--- src/rtl/coeff_ram_arbiter.sv ---
// Shares the single-port coefficient RAM between the VME coefficient loader
// and the fit engine; decodes VME command words and returns readback data.
module coeff_ram_arbiter #(
  parameter int ADDR_W = 10,
  parameter int DATA_W = 14
) (
  input  logic              clk,
  input  logic              reset,
  input  logic [33:0]       vme_bus_in,
  input  logic              vme_wrpulse,
  input  logic              vme_rdpulse,
  output logic              vme_dv,
  output logic [33:0]       vme_rdata,
  input  logic              fit_req,
  input  logic [ADDR_W-1:0] fit_addr,
  output logic              fit_gnt,
  output logic              fit_dv,
  output logic [DATA_W-1:0] fit_rdata,
  output logic              hold,
  output logic              ram_en,
  output logic              ram_we,
  output logic [ADDR_W-1:0] ram_addr,
  output logic [DATA_W-1:0] ram_wdata,
  input  logic [DATA_W-1:0] ram_rdata,
  output logic              cmd_err
);

  typedef enum logic [1:0] {IDLE, LOAD, RDWAIT, RDHOLD} state_t;

  localparam logic [1:0] CMD_WRITE = 2'b00;
  localparam logic [1:0] CMD_SETA  = 2'b01;
  localparam logic [1:0] CMD_READ  = 2'b10;
  localparam logic [1:0] CMD_END   = 2'b11;

  state_t              state_q, state_d;
  logic [33:0]         pend_q;
  logic                pend_vld_q;
  logic                consume;
  logic [ADDR_W-1:0]   ptr_q, ptr_d;
  logic                hold_q;
  logic                err_q, err_d;
  logic                vme_dv_q, vme_dv_d;
  logic [33:0]         vme_rdata_q, vme_rdata_d;
  logic                fit_vld_p1_q;
  logic                fit_dv_q;
  logic [DATA_W-1:0]   fit_rdata_q;

  logic [1:0]          pend_cmd;
  logic [ADDR_W-1:0]   pend_addr;
  logic [DATA_W-1:0]   pend_data;

  assign pend_cmd  = pend_q[33:32];
  assign pend_addr = pend_q[14 +: ADDR_W];
  assign pend_data = pend_q[DATA_W-1:0];

  function automatic logic [33:0] pack_readback(input logic [ADDR_W-1:0] a,
                                                input logic [DATA_W-1:0] d);
    logic [33:0] w;
    w              = '0;
    w[33:32]       = CMD_READ;
    w[14 +: ADDR_W] = a;
    w[DATA_W-1:0]  = d;
    return w;
  endfunction

  always_comb begin
    state_d     = state_q;
    ptr_d       = ptr_q;
    consume     = 1'b0;
    err_d       = err_q;
    vme_dv_d    = vme_dv_q;
    vme_rdata_d = vme_rdata_q;
    fit_gnt     = 1'b0;
    ram_en      = 1'b0;
    ram_we      = 1'b0;
    ram_addr    = ptr_q;
    ram_wdata   = pend_data;
    case (state_q)
      IDLE: begin
        // Fit engine always wins in IDLE; a pending command waits for a free cycle.
        if (fit_req) begin
          fit_gnt  = 1'b1;
          ram_en   = 1'b1;
          ram_addr = fit_addr;
        end else if (pend_vld_q) begin
          consume = 1'b1;
          if (pend_cmd == CMD_SETA) begin
            ptr_d   = pend_addr;
            state_d = LOAD;
          end else begin
            err_d = 1'b1;
          end
        end
      end
      LOAD: begin
        if (pend_vld_q) begin
          consume = 1'b1;
          case (pend_cmd)
            CMD_WRITE: begin
              ram_en = 1'b1;
              ram_we = 1'b1;
              ptr_d  = ptr_q + 1'b1;
            end
            CMD_SETA: ptr_d = pend_addr;
            CMD_READ: begin
              ram_en  = 1'b1;
              state_d = RDWAIT;
            end
            default: state_d = IDLE;
          endcase
        end
      end
      RDWAIT: begin
        vme_rdata_d = pack_readback(ptr_q, ram_rdata);
        vme_dv_d    = 1'b1;
        ptr_d       = ptr_q + 1'b1;
        state_d     = RDHOLD;
      end
      default: begin
        if (vme_rdpulse) begin
          vme_dv_d = 1'b0;
          state_d  = LOAD;
        end
      end
    endcase
    if (vme_wrpulse && pend_vld_q && !consume) err_d = 1'b1;
    // Keep the RAM and grant quiet while reset is asserted.
    if (!reset) begin
      fit_gnt = 1'b0;
      ram_en  = 1'b0;
      ram_we  = 1'b0;
    end
  end

  always_ff @(posedge clk) begin
    if (!reset) begin
      state_q      <= IDLE;
      pend_q       <= '0;
      pend_vld_q   <= 1'b0;
      ptr_q        <= '0;
      hold_q       <= 1'b0;
      err_q        <= 1'b0;
      vme_dv_q     <= 1'b0;
      vme_rdata_q  <= '0;
      fit_vld_p1_q <= 1'b0;
      fit_dv_q     <= 1'b0;
      fit_rdata_q  <= '0;
    end else begin
      state_q     <= state_d;
      ptr_q       <= ptr_d;
      hold_q      <= (state_d != IDLE);
      err_q       <= err_d;
      vme_dv_q    <= vme_dv_d;
      vme_rdata_q <= vme_rdata_d;
      if (vme_wrpulse && (!pend_vld_q || consume)) begin
        pend_q     <= vme_bus_in;
        pend_vld_q <= 1'b1;
      end else if (consume) begin
        pend_vld_q <= 1'b0;
      end
      // fit read pipeline: grant -> RAM data -> registered output
      fit_vld_p1_q <= fit_gnt;
      fit_dv_q     <= fit_vld_p1_q;
      if (fit_vld_p1_q) fit_rdata_q <= ram_rdata;
    end
  end

  assign hold      = hold_q;
  assign cmd_err   = err_q;
  assign vme_dv    = vme_dv_q;
  assign vme_rdata = vme_rdata_q;
  assign fit_dv    = fit_dv_q;
  assign fit_rdata = fit_rdata_q;

endmodule

--- config.mk ---
export PLATFORM = sky130hd
export DESIGN_NAME = coeff_ram_arbiter
export DESIGN_NICKNAME = d
export VERILOG_FILES = /design/src/rtl/coeff_ram_arbiter.sv
export SDC_FILE = /design/constraint.sdc
export NUM_CORES = 1
export LEC_CHECK = 0
export ABC_AREA = 1
export CAP_MARGIN = 20
export CORE_ASPECT_RATIO = 0.5
export CORE_MARGIN = 4
export CORE_UTILIZATION = 41
export DETAILED_ROUTE_END_ITERATION = 7
export GPL_TIMING_DRIVEN = 0
export PLACE_DENSITY_LB_ADDON = 0.25
export SLEW_MARGIN = 20
export SYNTH_ARGS = -nofsm -noshare
export SYNTH_HDL_FRONTEND = slang
export SYNTH_SLANG_ARGS = --single-unit
--- constraint.sdc ---
create_clock -name clk -period 1.97 [get_ports clk]
set_input_delay 0.4925 -clock clk [delete_from_list [all_inputs] [get_ports clk]]
set_output_delay 0.4925 -clock clk [all_outputs]
set_load 0.005 [all_outputs]
==> metrics.txt, run 1 <==
status finished with violations; failing checks negative setup slack; # Max-Cap Violations 0; largest net degree at the start of global routing 14; Top Ports 142; CTS tree built; final hold violation count 0; r2r setup slk around 190 ps; fill count 788; Main synth FF type dfxtp_1; WP data required roughly 1500 ps; crit-path max FO 5; Rows 24; Final GP Congestion 0.9168; clk_lat worst skew ~340 ps; H-tree depth 3; Synthesis Warnings 0; Crit Path Class flip-flop to output port; CTS Root Cell clkbuf_16; hold_buf cts 0; relative slew slack 0.6590; core area roughly 8700 um^2; clock sink count 83; clock slew seen by the registers of the worst setup and hold paths approximately 60 ps; Post-synth EDFFs 0; Fin Hold WS ~460 ps; P&R area growth vs syn 50.51%; pwr dens ~1200 nW/um^2; switching share of power 0.3329; final count of negative-setup-slack endpoints 1; first-pass GRT wire length roughly 17 mm; Pint ~0.0044 W; global-route layer with the greatest usage met2; switching pwr 0.002178 W; Global Route met1 Usage 0.2471; DR pass1 iterations 4; Worst Clk Skew around 8.3 ps; Finished Core Util 0.6328; min Tclk post-route 1976 ps; IO buf count 123; share of layout cells above drive strength 1 0.1502; grt total ovfl 0; Die Footprint ~11,000 um^2; Startpoint Class flip-flop; max-slew violation count 0; DP HPWL 7.699 mm; combinational power share 0.374; Die Wd about 140 um; initial core utilization 0.4204; Netlist cell types 30; Async S/R FF share, synth 0; Crit. End Element output port; Global Route met3 Usage 0.08249; Reg power frac 0.350; final WL about 11 mm; drt initial violations about 200; Max IR drop VDD 0.5517 mV; drt drc 0; multi-input logic area between 1500 and 2000 um^2; CTS max path bufs 2; Synth Cell Area approximately 3700 um^2; Num CTS Buffers 9; sequential area share after synthesis 0.4539; Final nets about 730; Reg area about 1700 um^2; Max Clock Freq just over 500 MHz; FF+latch count, synth 83; via count 3,765; drt wl/cell around 14 um; Final Cycle Share 1.003; static leakage roughly 2.5 nW; Avg Cell Area, Syn slightly above 7 um^2; vias in the first global route 3,580; final worst slack -5.657 ps; clock network power share 0.276; met2 Use GR 0.3353; Die Ht ~75 um; WP data arrival roughly 1500 ps; Worst Tran Pin Value approximately 510 ps; vias per cell just under 5; Hold Path Class flip-flop to flip-flop; Mapped Cells 508; gr usage total 0.2036; initial antenna violation count 0; Antenna Violating Nets Remaining 0; RSZ-0062 raised after global routing yes; ant diodes 0
==> per-stage QoR <==
step	setup TNS, ps	power, W	cells	cell area, um^2	setup WS, ps
floorplan	0	0.003442	516	3691	219.4
global placement	-7260	0.004498	756	5069	-667.9
detailed placement	-7164	0.004525	756	5069	-671.5
CTS	-27.14	0.006481	779	5463	-16.39
global route	-145.1	0.006962	783	5510	-33.99
finish	-5.657	0.006544	783	5510	-5.657
==> critical path, stage by stage, from the launching register on <==
cell     delay [ps]
dfxtp_4         360
inv_4            80
ha_4            160
nand2_8          70
inv_8            80
buf_6           120
nand2_2          40
o21ai_1          90
buf_2           140
==> worst paths after layout <==
check,start,to,cells past startpoint
worst min register to register,pend_q[22],pend_q[22],2
worst min-delay path,pend_q[22],pend_q[22],2
worst max register to register,state_q[0],ptr_q[1],12
worst max-delay path,state_q[1],ram_addr[7],8
==> power groups by stage <==
stage / combinational (W) / sequential [W] / clock [W]
final: 0.00245 / 0.00229 / 0.00181
after global routing: 0.00273 / 0.00232 / 0.00191
after CTS: 0.00236 / 0.00228 / 0.00184
after detailed placement: 0.00222 / 0.00231 / 0
after global placement: 0.00220 / 0.00230 / 0
after floorplan: 0.00117 / 0.00227 / 0
==> per-layer routing <==
metal  vias to the layer above  part of all wire
li1                       1903                 -
met1                      1748              0.44
met2                       104              0.46
met3                        10             0.086
met4                         0             0.011
met5                         -                 0
==> Yosys cell counts, types with 2 or more instances <==
| cell type | count | area [um^2] |
|---|---|---|
| nor2_1 | 128 | 480.5 |
| dfxtp_1 | 83 | 1662 |
| nand2_1 | 66 | 247.7 |
| o21ai_0 | 57 | 285.3 |
| inv_1 | 33 | 123.9 |
| o21ai_1 | 25 | 125.1 |
| buf_4 | 23 | 172.7 |
| a21oi_1 | 21 | 105.1 |
| nand3_1 | 17 | 85.08 |
| clkbuf_1 | 11 | 41.29 |
| buf_2 | 7 | 35.03 |
| ha_1 | 5 | 62.56 |
| inv_2 | 5 | 18.77 |
| a21oi_2 | 4 | 35.03 |
| buf_6 | 3 | 33.78 |
| nand2_2 | 3 | 18.77 |
| nand4_1 | 3 | 18.77 |
| a31oi_1 | 2 | 12.51 |
==> registers in the layout (all words and copies together), names as in the netlist <==
name          cells
state_q           2
hold              1
fit_rdata        14
pend_q           26
fit_vld_p1_q      1
fit_dv            1
cmd_err           1
vme_rdata        25
ptr_q            10
vme_dv            1
pend_vld_q        1
==> area by class of cell <==
class	instances	area share
Sequential cell	83	0.3029
Multi-Input combinational cell	349	0.3006
Timing Repair Buffer	134	0.2298
Buffer	45	0.05313
Clock buffer	12	0.04473
Inverter	39	0.02884
Tap cell	117	0.02657
Clock inverter	4	0.01340
==> cell families after synthesis <==
logic type	share of synthesized area
other	0.001024
AOI/OAI and AO/OA	0.1658
buffers and inverters	0.1189
adders and majority gates	0.01709
xor gates and xnor gates	0.004786
DFF	0.4539
and+or+nand+nor	0.2386
==> cell usage in the layout, fill, tap and decap left out, types with 3 or more instances in the layout <==
cell type        count
inv_2                5
o21ai_0             52
nand2_2              6
clkdlybuf4s50_1    109
conb_1               9
buf_2               18
nor2_1             128
dfxtp_1             81
nand4_1              3
nand2_1             62
o21ai_1             30
clkbuf_16            9
nand3_1             16
buf_6                8
buf_4               30
inv_1               31
a21oi_1             20
ha_1                 3
a21oi_2              5
clkbuf_1            13
==> repair_timing <==
item / in CTS / in global routing
setup buffers: 6 / 3
pin swaps: 2 / 2
endpoints found under the hold margin: 0 / 0
setup endpoints to repair: 13 / 11
gates cloned: 1 / 1
resized for setup: 69 / 17
Note: power is estimated with default switching activity, not from simulation.
==> run 2, diff against run 1 <==
CORE_MARGIN = 1.5   (was 4)
clock period = 2.4 ns   (was 1.97 ns; I/O delays follow)
==> metrics.txt, run 2 (synthesis results as in run 1) <==
first-pass GRT wire length between 15 and 20 mm; Worst Clk Skew around 4.4 ps; family with the most delay on the worst path buffers and inverters; hold_buf cts 0; placed cell areas between 5000 and 6000 um^2; vias in the first global route 3,410; final count of negative-setup-slack endpoints 0; initial antenna violation count 0; vias per cell 4.726; share of layout cells above drive strength 1 0.1201; CTS tree built; gr usage total 0.2238; Max IR drop VDD 0.4688 mV; Rows 24; Startpoint Class flip-flop; via count 3,663; grt total ovfl 0; static leakage roughly 2.5 nW; final hold violation count 0; most common cell after layout, fill and taps aside nor2_1; Crit. End Element output port; Final Cell Area roughly 5500 um^2; Cells after DPL roughly 760; Num CTS Buffers 9; Setup WS pre-CTS -458.4 ps; initial core utilization 0.4219; CTS Root Cell clkbuf_16; highest-count cells in the layout ignoring fill and taps 128 x nor2_1, 112 x clkdlybuf4s50_1, 81 x dfxtp_1, 66 x nand2_1, 57 x o21ai_0; core area 8678 um^2; CP peak stage delay about 530 ps; Die Ht approximately 70 um; Max Clock Freq roughly 430 MHz; P&R area growth vs syn 48.97%; clock slew seen by the registers of the worst setup and hold paths around 60 ps; drt initial violations ~230; worst path bufs/invs 2; Top Ports 142; drt wl/cell 13.11 um; Slowest-stage cell, CP clkdlybuf4s50_1; Final nets 721; Finished Layout Cells between 700 and 800; number of flip-flops in the largest register 26; final worst slack between 50 and 60 ps; H-tree depth 3; pwr dens roughly 950 nW/um^2; ant diodes 0; Final GP Congestion approximately 0.84; DP HPWL about 7.5 mm; Hold Path Class flip-flop to flip-flop; Die Wd between 100 and 150 um; status finished clean; crit-path max FO 6; Crit Path Class flip-flop to output port; WP data arrival 1740 ps; final WL 10.16 mm; min Tclk post-route roughly 2300 ps; DR pass1 iterations 4; Die Footprint ~9500 um^2; Finished Core Util 0.6285; clock sink count between 80 and 90; CP cell instances inv_4 -> ha_4 -> nand3_2 -> nor3_2 -> clkdlybuf4s50_1; Antenna Violating Nets Remaining 0; largest net degree at the start of global routing 16; clk_lat worst skew roughly 340 ps; IO buf count ~120; Final Cycle Share 0.9769; max-slew violation count 0; CTS max path bufs 2; # Max-Cap Violations 0; drt drc 0; most flop-heavy register pend_q; WP data required 1800 ps; Final Power ~0.0052 W
-- run 2: cell types whose count changed in the layout (fill, tap and decap cells not counted), sizes merged --
| cell | previous run | this run |
|---|---|---|
| dlygate4sd2 | 2 | 8 |
| bufinv | 2 | 1 |
| dlymetal6s2s | 0 | 1 |
| clkdlybuf4s15 | 0 | 1 |
| clkinv | 2 | 3 |
| inv | 39 | 40 |
| clkbuf | 23 | 21 |
| buf | 57 | 37 |
| clkinvlp | 0 | 2 |
| clkdlybuf4s50 | 109 | 112 |
-- run 2: final cells by class --
cell class	count	area, um^2
Sequential cell	83	1669
Clock inverter	7	76.32
Fill cell	804	3224
Timing Repair Buffer	126	1241
Buffer	45	292.8
Multi-Input combinational cell	349	1647
Clock buffer	9	225.2
Inverter	39	156.4
Tap cell	117	146.4
-- run 2: final timing paths --
path	start	end	slack, ps	depth (start not counted)
worst min-delay path	pend_q[20]	pend_q[20]	460	2
worst min register to register	pend_q[20]	pend_q[20]	460	2
worst max-delay path	state_q[1]	ram_we	60	5
worst max register to register	state_q[0]	ptr_q[5]	610	11
-- run 2: power breakdown --
| group | internal, W | switching (W) |
|---|---|---|
| sequential | 0.00167 | 0.000215 |
| combinational | 0.000914 | 0.000977 |
| clock | 0.000810 | 0.000576 |
-- run 2: tightest hold or removal path, cell delays in order, from the launching register on --
cell	delay, ps
dfxtp_1	300
inv_1	60
a21oi_1	60
-- run 2: metal layers --
| layer | track usage | routed length [um] | vias up |
|---|---|---|---|
| met4 | 0.05437 | 129 | 0 |
| met5 | 0 | 0 | - |
| met3 | 0.09137 | 911 | 14 |
| met2 | 0.3540 | 4567 | 97 |
| met1 | 0.2841 | 4552 | 1666 |
| li1 | - | - | 1886 |
-- run 2: through the flow --
stage | hold slack, ps | TNS (ps)
final | 456.3 | 0
after global routing | 480.9 | -17.00
after CTS | 457.6 | -10.75
after detailed placement | 448.3 | -4540
after global placement | 446.6 | -4759
after floorplan | 430.2 | 0
-- run 2: what timing repair did --
| item | in CTS | in global routing |
|---|---|---|
| endpoints found under the setup margin | 13 | 4 |
| pin swaps | 1 | 0 |
| resized for setup | 27 | 7 |
| buffers inserted | 3 | 0 |
==> run 3, diff against run 2 <==
CTS_BUF_LIST = sky130_fd_sc_hd__clkbuf_8   (was unset)
==> metrics.txt, run 3 (synthesis results as in run 1) <==
P&R area growth vs syn 46.51%; core area 8678 um^2; CTS max path bufs 2; combinational power share 0.398; clk_lat worst skew between 300 and 400 ps; first-pass GRT wire length approximately 16 mm; clock slew seen by the registers of the worst setup and hold paths 80 ps; Antenna Violating Nets Remaining 0; most common cell after layout, fill and taps aside nor2_1; Final nets between 700 and 800; Pint 0.003079 W; Num CTS Buffers 9; Die Ht about 70 um; Crit. End Element output port; switching share of power 0.3572; final hold violation count 0; H-tree depth 3; clock sink count between 80 and 90; Finished Core Util 0.6181; DR pass1 iterations 4; Max Clock Freq between 400 and 500 MHz; Finished Layout Cells approximately 780; ant diodes 0; Startpoint Class flip-flop; Worst Clk Skew 5.418 ps; crit-path max FO 6; DP HPWL between 7 and 8 mm; switching pwr 0.001711 W; min Tclk post-route about 2400 ps; CTS Root Cell clkbuf_8; final WL 10.11 mm; Die Wd ~140 um; initial core utilization 0.4219; IO buf count approximately 120; # Max-Cap Violations 0; vias in the first global route between 3,000 and 4,000; most flop-heavy register pend_q; Final GP Congestion 0.8363; Setup WS pre-CTS -458.4 ps; highest-count cells in the layout ignoring fill and taps 128 x nor2_1, 112 x clkdlybuf4s50_1, 81 x dfxtp_1, 66 x nand2_1, 57 x o21ai_0; WP data required 1800 ps; gr usage total 0.2201; Cells after DPL approximately 760; Hold Path Class flip-flop to flip-flop; Top Ports between 100 and 150; final worst slack 32.94 ps; drt wl/cell approximately 13 um; WP data arrival 1770 ps; max-slew violation count 0; Reg power frac 0.392; number of flip-flops in the largest register 26; Die Footprint 9540 um^2; vias per cell 4.690; status finished clean; Final Cycle Share 0.9863; Max IR drop VDD 0.4361 mV; initial antenna violation count 0; largest net degree at the start of global routing 16; grt total ovfl 0; pwr dens 893.1 nW/um^2; CTS tree built; via count 3,644; Crit Path Class flip-flop to output port; hold_buf cts 0; drt initial violations about 270; Final Power roughly 0.0048 W; share of layout cells above drive strength 1 0.1227; clock network power share 0.210; drt drc 0; static leakage 2.414 nW; final count of negative-setup-slack endpoints 0; Rows 24
-- run 3: per-layer routing --
metal	wire, um	share of wire	global-route usage	up-vias
met1	4699	0.46	0.2855	1661
met5	0	0	0	-
li1	-	-	-	1887
met2	4577	0.45	0.3490	91
met4	42	0.0042	0.04492	0
met3	793	0.078	0.08406	5
-- run 3: metrics by stage --
stage               hold slack (ps)  instance area (um^2)  setup TNS (ps)
floorplan                     430.2                  3691               0
global placement              446.6                  5069           -4759
detailed placement            448.3                  5069           -4540
CTS                           460.8                  5350               0
global route                  485.0                  5364          -52.17
finish                        456.5                  5364               0
-- run 3: area by class of cell --
cell class / count / area [um^2]
plain buffers: 45 / 292.8
clock buffers: 9 / 123.9
multi-input cells: 349 / 1647
clock inverters: 7 / 76.32
well taps: 117 / 146.4
repair buffers: 128 / 1257
fillers: 820 / 3314
inverters: 39 / 153.9
flip-flops and latches: 83 / 1667
-- run 3: final timing paths --
check                     to  depth (start not counted)  slack, ps  startpoint
hold reg to reg   pend_q[20]                          2        460  pend_q[20]
hold / removal    pend_q[20]                          2        460  pend_q[20]
setup reg to reg    ptr_q[1]                         11        670  state_q[1]
setup / recovery      ram_we                          5         30  state_q[1]
-- run 3: critical path, stage by stage, from the launching register on --
cell             delay [ps]
dfxtp_2                 340
inv_2                   100
ha_4                    180
nand3_2                 110
nor3_2                  150
clkdlybuf4s50_1         530
-- run 3: power by group through the flow --
stage	clock [W]	combinational [W]	sequential [W]
after CTS	0.00103	0.00190	0.00188
after global placement	0	0.00180	0.00189
after detailed placement	0	0.00181	0.00190
final	0.00101	0.00190	0.00188
after floorplan	0	0.000963	0.00186
after global routing	0.00109	0.00212	0.00191
-- run 3: what timing repair did --
item                                    in CTS  in global routing
pin swaps                                    1                  0
buffers inserted                             5                  0
gates resized for setup                     28                  3
endpoints found under the setup margin      13                  2
hold endpoints to repair                     0                  0
